`config.mk`:
```
export PLATFORM = sky130hd
export DESIGN_NAME = antares_multiplier_flat
export DESIGN_NICKNAME = d
export VERILOG_FILES = /design/src/rtl/antares_multiplier_pkg.sv /design/src/rtl/antares_multiplier_if.sv /design/src/rtl/antares_cond_negate64.sv /design/src/rtl/antares_multiplier.sv /design/src/flat_wrapper.sv
export SDC_FILE = /design/constraint.sdc
export NUM_CORES = 1
export LEC_CHECK = 0
export BUFFER_PORTS_ARGS = -buffer_cell sky130_fd_sc_hd__clkbuf_2
export CORE_MARGIN = 4
export CORE_UTILIZATION = 40
export CTS_CLUSTER_SIZE = 24
export DETAILED_ROUTE_END_ITERATION = 7
export PLACE_DENSITY = 0.57
export REMOVE_ABC_BUFFERS = 1
export SETUP_SLACK_MARGIN = 0.4
export SLEW_MARGIN = 5
export SYNTH_ARGS = -nofsm -noshare
export SYNTH_HDL_FRONTEND = slang
export SYNTH_SLANG_ARGS = --single-unit
```
`constraint.sdc`:
```
create_clock -name clk -period 10.3 [get_ports clk]
set_input_delay 1.03 -clock clk [delete_from_list [all_inputs] [get_ports clk]]
set_output_delay 1.03 -clock clk [all_outputs]
set_load 0.005 [all_outputs]
```
`src/rtl/antares_multiplier_pkg.sv`:
```
// Shared definitions for the Antares multi-cycle multiplier: FSM states, accumulate modes
// and the iteration count shared with the divider.
package antares_multiplier_pkg;

    typedef enum logic [1:0] {
        MULT_IDLE  = 2'd0,
        MULT_RUN   = 2'd1,
        MULT_FINAL = 2'd2
    } mult_state_e;

    typedef enum logic [1:0] {
        ACC_NONE = 2'd0,
        ACC_ADD  = 2'd1,
        ACC_SUB  = 2'd2
    } acc_mode_e;

    localparam logic [4:0] MULT_ITER_COUNT = 5'd31;

endpackage

```
`src/rtl/antares_multiplier_if.sv`:
```
// Execute-stage bus between the pipeline (master) and the multiplier (slave).
interface antares_multiplier_if;

    logic        op_mults;
    logic        op_multu;
    logic        op_madds;
    logic        op_maddu;
    logic        op_msubs;
    logic        op_msubu;
    logic [31:0] multiplicand;
    logic [31:0] multiplier;
    logic [63:0] acc_in;
    logic [31:0] result_hi;
    logic [31:0] result_lo;
    logic        mult_stall;

    modport master (
        output op_mults, op_multu, op_madds, op_maddu, op_msubs, op_msubu,
        output multiplicand, multiplier, acc_in,
        input  result_hi, result_lo, mult_stall
    );

    modport slave (
        input  op_mults, op_multu, op_madds, op_maddu, op_msubs, op_msubu,
        input  multiplicand, multiplier, acc_in,
        output result_hi, result_lo, mult_stall
    );

endinterface

```
`src/rtl/antares_cond_negate64.sv`:
```
// Conditional two's-complement negate; 64 bits by default, also instantiated at 32 bits.
module antares_cond_negate64 #(
    parameter int WIDTH = 64
) (
    input  logic [WIDTH-1:0] value,
    input  logic             negate,
    output logic [WIDTH-1:0] result
);

    assign result = negate ? (~value + {{(WIDTH-1){1'b0}}, 1'b1}) : value;

endmodule

```
`src/rtl/antares_multiplier.sv`:
```
// Radix-2 shift-add 32x32->64 multiplier with sign fix in a final cycle and fixed 34-cycle latency.
// Build option ANTARES_MULT_ACCUM_EN enables the MADD/MSUB accumulate operations.
module antares_multiplier
    import antares_multiplier_pkg::*;
(
    input logic                 clk,
    input logic                 rst,
    antares_multiplier_if.slave bus
);

    mult_state_e state_r, state_nx_s;
    logic [4:0]  count_r;
    logic        neg_r;
    logic        stall_r;
    logic [31:0] mcand_r, mplier_r;
    logic [63:0] partial_r, product_r;

    logic        start_s, is_signed_s;
    logic [31:0] mag_a_s, mag_b_s;
    logic [32:0] sum_s;
    logic [64:0] shifted_s;
    logic [63:0] p_s, final_s;

`ifdef ANTARES_MULT_ACCUM_EN
    acc_mode_e   mode_s, mode_r;
    logic [63:0] acc_r;
`else
    logic        unused_s;
    assign unused_s = ^{bus.acc_in, bus.op_madds, bus.op_maddu, bus.op_msubs, bus.op_msubu};
`endif

    // Start decode with fixed priority mults > multu > madds > maddu > msubs > msubu
    always_comb begin
        start_s     = 1'b0;
        is_signed_s = 1'b0;
`ifdef ANTARES_MULT_ACCUM_EN
        mode_s      = ACC_NONE;
`endif
        if (bus.op_mults) begin
            start_s     = 1'b1;
            is_signed_s = 1'b1;
        end else if (bus.op_multu) begin
            start_s     = 1'b1;
`ifdef ANTARES_MULT_ACCUM_EN
        end else if (bus.op_madds) begin
            start_s     = 1'b1;
            is_signed_s = 1'b1;
            mode_s      = ACC_ADD;
        end else if (bus.op_maddu) begin
            start_s     = 1'b1;
            mode_s      = ACC_ADD;
        end else if (bus.op_msubs) begin
            start_s     = 1'b1;
            is_signed_s = 1'b1;
            mode_s      = ACC_SUB;
        end else if (bus.op_msubu) begin
            start_s     = 1'b1;
            mode_s      = ACC_SUB;
`endif
        end else begin
            start_s     = 1'b0;
        end
    end

    antares_cond_negate64 #(.WIDTH(32)) u_mag_a (
        .value  (bus.multiplicand),
        .negate (is_signed_s & bus.multiplicand[31]),
        .result (mag_a_s)
    );

    antares_cond_negate64 #(.WIDTH(32)) u_mag_b (
        .value  (bus.multiplier),
        .negate (is_signed_s & bus.multiplier[31]),
        .result (mag_b_s)
    );

    antares_cond_negate64 #(.WIDTH(64)) u_sign_fix (
        .value  (partial_r),
        .negate (neg_r),
        .result (p_s)
    );

    // One shift-add step: 33-bit add into the upper half, then shift carry and partial right
    always_comb begin
        sum_s     = {1'b0, partial_r[63:32]} + (mplier_r[0] ? {1'b0, mcand_r} : 33'd0);
        shifted_s = {sum_s, partial_r[31:0]};
    end

    // Final-cycle result selection
    always_comb begin
`ifdef ANTARES_MULT_ACCUM_EN
        case (mode_r)
            ACC_ADD: final_s = acc_r + p_s;
            ACC_SUB: final_s = acc_r - p_s;
            default: final_s = p_s;
        endcase
`else
        final_s = p_s;
`endif
    end

    // Next-state logic; a start op restarts from setup in any state
    always_comb begin
        state_nx_s = state_r;
        if (start_s) begin
            state_nx_s = MULT_RUN;
        end else begin
            case (state_r)
                MULT_IDLE:  state_nx_s = MULT_IDLE;
                MULT_RUN:   state_nx_s = (count_r == 5'd0) ? MULT_FINAL : MULT_RUN;
                MULT_FINAL: state_nx_s = MULT_IDLE;
                default:    state_nx_s = MULT_IDLE;
            endcase
        end
    end

    // State register and registered stall
    always_ff @(posedge clk) begin
        if (rst) begin
            state_r <= MULT_IDLE;
            stall_r <= 1'b0;
        end else begin
            state_r <= state_nx_s;
            stall_r <= (state_nx_s != MULT_IDLE);
        end
    end

    // Datapath: setup latch, iteration, and product update in FINAL
    always_ff @(posedge clk) begin
        if (rst) begin
            count_r   <= 5'd0;
            neg_r     <= 1'b0;
            mcand_r   <= 32'd0;
            mplier_r  <= 32'd0;
            partial_r <= 64'd0;
            product_r <= 64'd0;
`ifdef ANTARES_MULT_ACCUM_EN
            acc_r     <= 64'd0;
            mode_r    <= ACC_NONE;
`endif
        end else if (start_s) begin
            count_r   <= MULT_ITER_COUNT;
            neg_r     <= is_signed_s & (bus.multiplicand[31] ^ bus.multiplier[31]);
            mcand_r   <= mag_a_s;
            mplier_r  <= mag_b_s;
            partial_r <= 64'd0;
`ifdef ANTARES_MULT_ACCUM_EN
            acc_r     <= bus.acc_in;
            mode_r    <= mode_s;
`endif
        end else begin
            case (state_r)
                MULT_RUN: begin
                    partial_r <= shifted_s[64:1];
                    mplier_r  <= {1'b0, mplier_r[31:1]};
                    if (count_r != 5'd0) begin
                        count_r <= count_r - 5'd1;
                    end
                end
                MULT_FINAL: product_r <= final_s;
                default: ;
            endcase
        end
    end

    assign bus.result_hi  = product_r[63:32];
    assign bus.result_lo  = product_r[31:0];
    assign bus.mult_stall = stall_r;

endmodule
```
`src/flat_wrapper.sv`:
```
// flat-port wrapper written by rule: the top's interface ports become plain ports
module antares_multiplier_flat import antares_multiplier_pkg::*;
  (clk, rst, bus_op_mults, bus_op_multu, bus_op_madds, bus_op_maddu, bus_op_msubs, bus_op_msubu, bus_multiplicand, bus_multiplier, bus_acc_in, bus_result_hi, bus_result_lo, bus_mult_stall);
  antares_multiplier_if bus_i ();
  input logic clk;
  input logic rst;
  input wire logic [$bits(bus_i.op_mults)-1:0] bus_op_mults;
  input wire logic [$bits(bus_i.op_multu)-1:0] bus_op_multu;
  input wire logic [$bits(bus_i.op_madds)-1:0] bus_op_madds;
  input wire logic [$bits(bus_i.op_maddu)-1:0] bus_op_maddu;
  input wire logic [$bits(bus_i.op_msubs)-1:0] bus_op_msubs;
  input wire logic [$bits(bus_i.op_msubu)-1:0] bus_op_msubu;
  input wire logic [$bits(bus_i.multiplicand)-1:0] bus_multiplicand;
  input wire logic [$bits(bus_i.multiplier)-1:0] bus_multiplier;
  input wire logic [$bits(bus_i.acc_in)-1:0] bus_acc_in;
  output wire logic [$bits(bus_i.result_hi)-1:0] bus_result_hi;
  output wire logic [$bits(bus_i.result_lo)-1:0] bus_result_lo;
  output wire logic [$bits(bus_i.mult_stall)-1:0] bus_mult_stall;
  assign bus_i.op_mults = bus_op_mults;
  assign bus_i.op_multu = bus_op_multu;
  assign bus_i.op_madds = bus_op_madds;
  assign bus_i.op_maddu = bus_op_maddu;
  assign bus_i.op_msubs = bus_op_msubs;
  assign bus_i.op_msubu = bus_op_msubu;
  assign bus_i.multiplicand = bus_multiplicand;
  assign bus_i.multiplier = bus_multiplier;
  assign bus_i.acc_in = bus_acc_in;
  assign bus_result_hi = bus_i.result_hi;
  assign bus_result_lo = bus_i.result_lo;
  assign bus_mult_stall = bus_i.mult_stall;
  antares_multiplier u_core (.clk(clk), .rst(rst), .bus(bus_i));
endmodule
```
==> qor_table.md <==
| Quantity | Value |
| --- | --- |
| Setup Crit Path Kind | flop to flop |
| Total power density per cell area | 144 nW/um^2 |
| Clock transition at the registers of the reported paths | 0.06 ns |
| Setup_tns | 0 ns |
| Status | finished, final reports clean |
| Switching share of total power | 24.3% |
| Vias/cell | 5.31 |
| Total design power | 1.92 mW |
| Slew at the pin closest to its max-slew limit | 1.06 ns |
| ANT cells | 0 |
| Root Driver | sky130_fd_sc_hd__clkbuf_16 |
| Area share of the largest cell type after synthesis | 34.8% |
| # fillers | 2849 |
| Horizontal die dimension | 178 um |
| Max-slew headroom at the worst pin | 29.2% |
| Leakage dissipation | 5.37 nW |
| Maximum frequency from static timing analysis | 243 MHz |
| Class of the most critical hold timing path | flop to flop |
| Share of total power in combinational logic | 9.7% |
| Element type at the critical path end | flop |
| VDD IR-drop max | 0.104 mV |
| Post-synth EDFFs | 0 |
| Synth cell types | 65 |
| Kind of start point of the critical path | flop |
| Top flip-flop cell by instance count after synthesis | sky130_fd_sc_hd__dfxtp_1 |
| Number of violations reported at the end of detailed-routing iteration 0 | 694 |
| Tot GR Track Use | 18.3% |
| Remaining global-route overflow | 0 |
| Number of buffers inserted by hold repair at cts | 0 |
| Data arrival time of the worst path | 4.48 ns |
| Post-route fraction of the period consumed by the critical path | 40.0% |
| Async set or reset register ratio after synthesis | 0% |
| Initial antenna violation count | 0 |
| RSZ-0062 raised after global routing | no |
| Clock tree from TritonCTS | yes |
| Die Y | 178 um |
| DRC | 0 |
| Number of failing setup endpoints in the final timing report | 0 |
| Seq/Total Area, Yosys | 34.8% |
| Effective utilization at floorplan | 41.0% |
| Leading cell types by total area after synthesis | sky130_fd_sc_hd__dfxtp_1 35%, sky130_fd_sc_hd__nand2_1 8.5%, sky130_fd_sc_hd__xor2_1 6.4% |
| Number of warnings reported in the yosys synthesis log | 0 |
| Largest area contributor in the synthesized netlist | sky130_fd_sc_hd__dfxtp_1 |
| Clock sink count | 201 |
| Average detailed-routed wire length per instance | 15.2 um |
| Largest net degree at the start of global routing | 112 |
| Avg Inst Size Synth | 7.74 um^2 |
| Latest clock arrival within the worst-skew pair | 0.52 ns |
| Quantity of gates resized following cts | 0 |
| Routability congestion estimate from global placement | 0.876 |
| Max-capacitance violation count | 0 |
| Synthesis-to-layout area growth | 15.2% |
| Setup WS pre-CTS | 6.27 ns |
| Hold Vio Cnt, Final | 0 |
| Share of cells above drive strength 1 | 13.2% |
| Leading cell type by number of instances after synthesis | sky130_fd_sc_hd__nand2_1 |
| Most frequent cells after synthesis | 262 x sky130_fd_sc_hd__nand2_1, 201 x sky130_fd_sc_hd__dfxtp_1, 156 x sky130_fd_sc_hd__nor2_1, 142 x sky130_fd_sc_hd__a21oi_1 |
| Worst EP required | 10.66 ns |
| Clock network power share | 47.5% |
| Layout Cells excl Fill | 1966 |
| Worst-path maximum fanout | 33 |
| Cell count after synthesis | 1494 |
| Post-CTS setup buffer count | 0 |
| CTS buffer count | 25 |
| Register share of total power | 42.7% |
| Max-slew violation count | 0 |
| Placeable core region | 28200 um^2 |
| Htree depth | 1 |
| Wire length after detailed routing | 29900 um |
| Number of standard-cell rows in the floorplan | 61 |
| Detail Route Antenna Nets | 0 |
| Max Buffers Root-to-Sink | 3 |
| Internal Power | 1.45 mW |
| Cell area after synthesis | 11600 um^2 |
| Clock tree skew after final layout | 0.0166 ns |
| Final-stage net count | 1744 |
| Hold WS | 0.447 ns |
| Number of global-route vias before repair | 9540 |
| Global-route wire length before repair | 48900 um |
| Count of vias placed by the detailed router | 10432 |
| Synthesis-stage register bit count | 201 |
| Post-Place Cells | 1922 |
| Area of the die | 31700 um^2 |
| Minimum clock period | 4.12 ns |
| Count of TritonRoute iterations in the first routing pass | 4 |
| Top-level I/O count | 201 |
| Final worst-path setup slack | 6.18 ns |
| Port bufs | 132 |
| Switching power | 0.465 mW |
| Detailed Place HPWL | 21400 um |
power by group through the flow:
stage	Sequential (mW)	Combinational (mW)	Clock [mW]
floorplan	0.834	0.119	0
global placement	0.836	0.186	0
detailed placement	0.837	0.189	0
CTS	0.820	0.189	0.935
global route	0.823	0.212	0.969
finish	0.820	0.187	0.912
layout make-up:
type	count	area, um^2	share of cell area, %
clock buffers	35	713	5.36
inverters	15	56.3	0.423
clock inverters	9	151	1.14
multi-input cells	1186	7150	53.7
repair buffers	142	738	5.55
well taps	378	473	3.55
flip-flops and latches	201	4030	30.2
final timing paths:
kind,from,to,slack (ns),depth (start not counted)
worst max-delay path,u_core.mplier_r[0]$_SDFFE_PP0P_,u_core.partial_r[63]$_SDFFE_PP0P_,6.18,13
worst min register to register,u_core.mcand_r[15]$_SDFFE_PP0N_,u_core.mcand_r[15]$_SDFFE_PP0N_,0.45,2
worst min-delay path,u_core.mcand_r[15]$_SDFFE_PP0N_,u_core.mcand_r[15]$_SDFFE_PP0N_,0.45,2
worst max register to register,u_core.mplier_r[0]$_SDFFE_PP0P_,u_core.partial_r[63]$_SDFFE_PP0P_,6.18,13
metrics by stage:
step	utilization, %	instance area (um^2)
after global placement	44.2	12400
after floorplan	-	11200
after global routing	47.3	13300
after CTS	47.3	13300
final	47.3	13300
after detailed placement	44.2	12400
placed cells by master, fill, tap and decap left out, types with 7 or more instances in the layout:
cell / count
sky130_fd_sc_hd__and2_1: 38
sky130_fd_sc_hd__nor4_1: 15
sky130_fd_sc_hd__clkbuf_2: 131
sky130_fd_sc_hd__o31ai_1: 26
sky130_fd_sc_hd__nand2_1: 262
sky130_fd_sc_hd__or4_1: 10
sky130_fd_sc_hd__nor2_1: 155
sky130_fd_sc_hd__clkbuf_16: 25
sky130_fd_sc_hd__a311oi_1: 35
sky130_fd_sc_hd__nand3_1: 21
sky130_fd_sc_hd__a21o_1: 15
sky130_fd_sc_hd__o21ai_0: 64
sky130_fd_sc_hd__a21oi_1: 142
sky130_fd_sc_hd__a211oi_1: 74
sky130_fd_sc_hd__nor3_1: 22
sky130_fd_sc_hd__xnor2_1: 55
sky130_fd_sc_hd__ha_1: 36
sky130_fd_sc_hd__buf_4: 11
sky130_fd_sc_hd__or2_2: 7
sky130_fd_sc_hd__nand2b_1: 7
sky130_fd_sc_hd__dfxtp_1: 200
sky130_fd_sc_hd__and3_1: 12
sky130_fd_sc_hd__o41ai_1: 10
sky130_fd_sc_hd__inv_1: 15
sky130_fd_sc_hd__or3_1: 13
sky130_fd_sc_hd__xor2_1: 85
worst max-delay path, stage by stage (launching register included):
cell,delay [ns]
sky130_fd_sc_hd__dfxtp_1,0.30
sky130_fd_sc_hd__buf_4,0.21
sky130_fd_sc_hd__and2_1,0.20
sky130_fd_sc_hd__ha_1,0.22
sky130_fd_sc_hd__fa_1,0.41
sky130_fd_sc_hd__a21o_1,0.21
sky130_fd_sc_hd__o21a_1,0.18
sky130_fd_sc_hd__o32a_1,0.39
sky130_fd_sc_hd__o21ai_1,0.29
sky130_fd_sc_hd__o41ai_1,0.22
sky130_fd_sc_hd__a2111oi_0,0.50
sky130_fd_sc_hd__o21bai_1,0.20
sky130_fd_sc_hd__a2111oi_0,0.51
sky130_fd_sc_hd__nor4_1,0.11
kinds of logic after synthesis:
group,synth area share (%)
simple gates,23.7
compound gates,23.1
flops,34.8
xor+xnor,10.6
buf+inv,3.49
fa+ha+maj,4.07
mux,0.173
routing by layer:
| layer | GRT usage (%) | wire, um | vias up |
|---|---|---|---|
| met5 | 0 | 0 | - |
| met2 | 29.7 | 13300 | 166 |
| met3 | 1.82 | 992 | 41 |
| li1 | - | - | 5472 |
| met1 | 26.6 | 15000 | 4753 |
| met4 | 3.77 | 580 | 0 |
sequential cells by signal (all words and copies together), names as in the netlist:
| register | count |
|---|---|
| u_core.count_r | 5 |
| u_core.mcand_r | 32 |
| u_core.product_r | 64 |
| u_core.bus.mult_stall | 1 |
| u_core.neg_r | 1 |
| u_core.partial_r | 64 |
| u_core.state_r | 2 |
| u_core.mplier_r | 32 |
(Power assumes the default switching activity.)
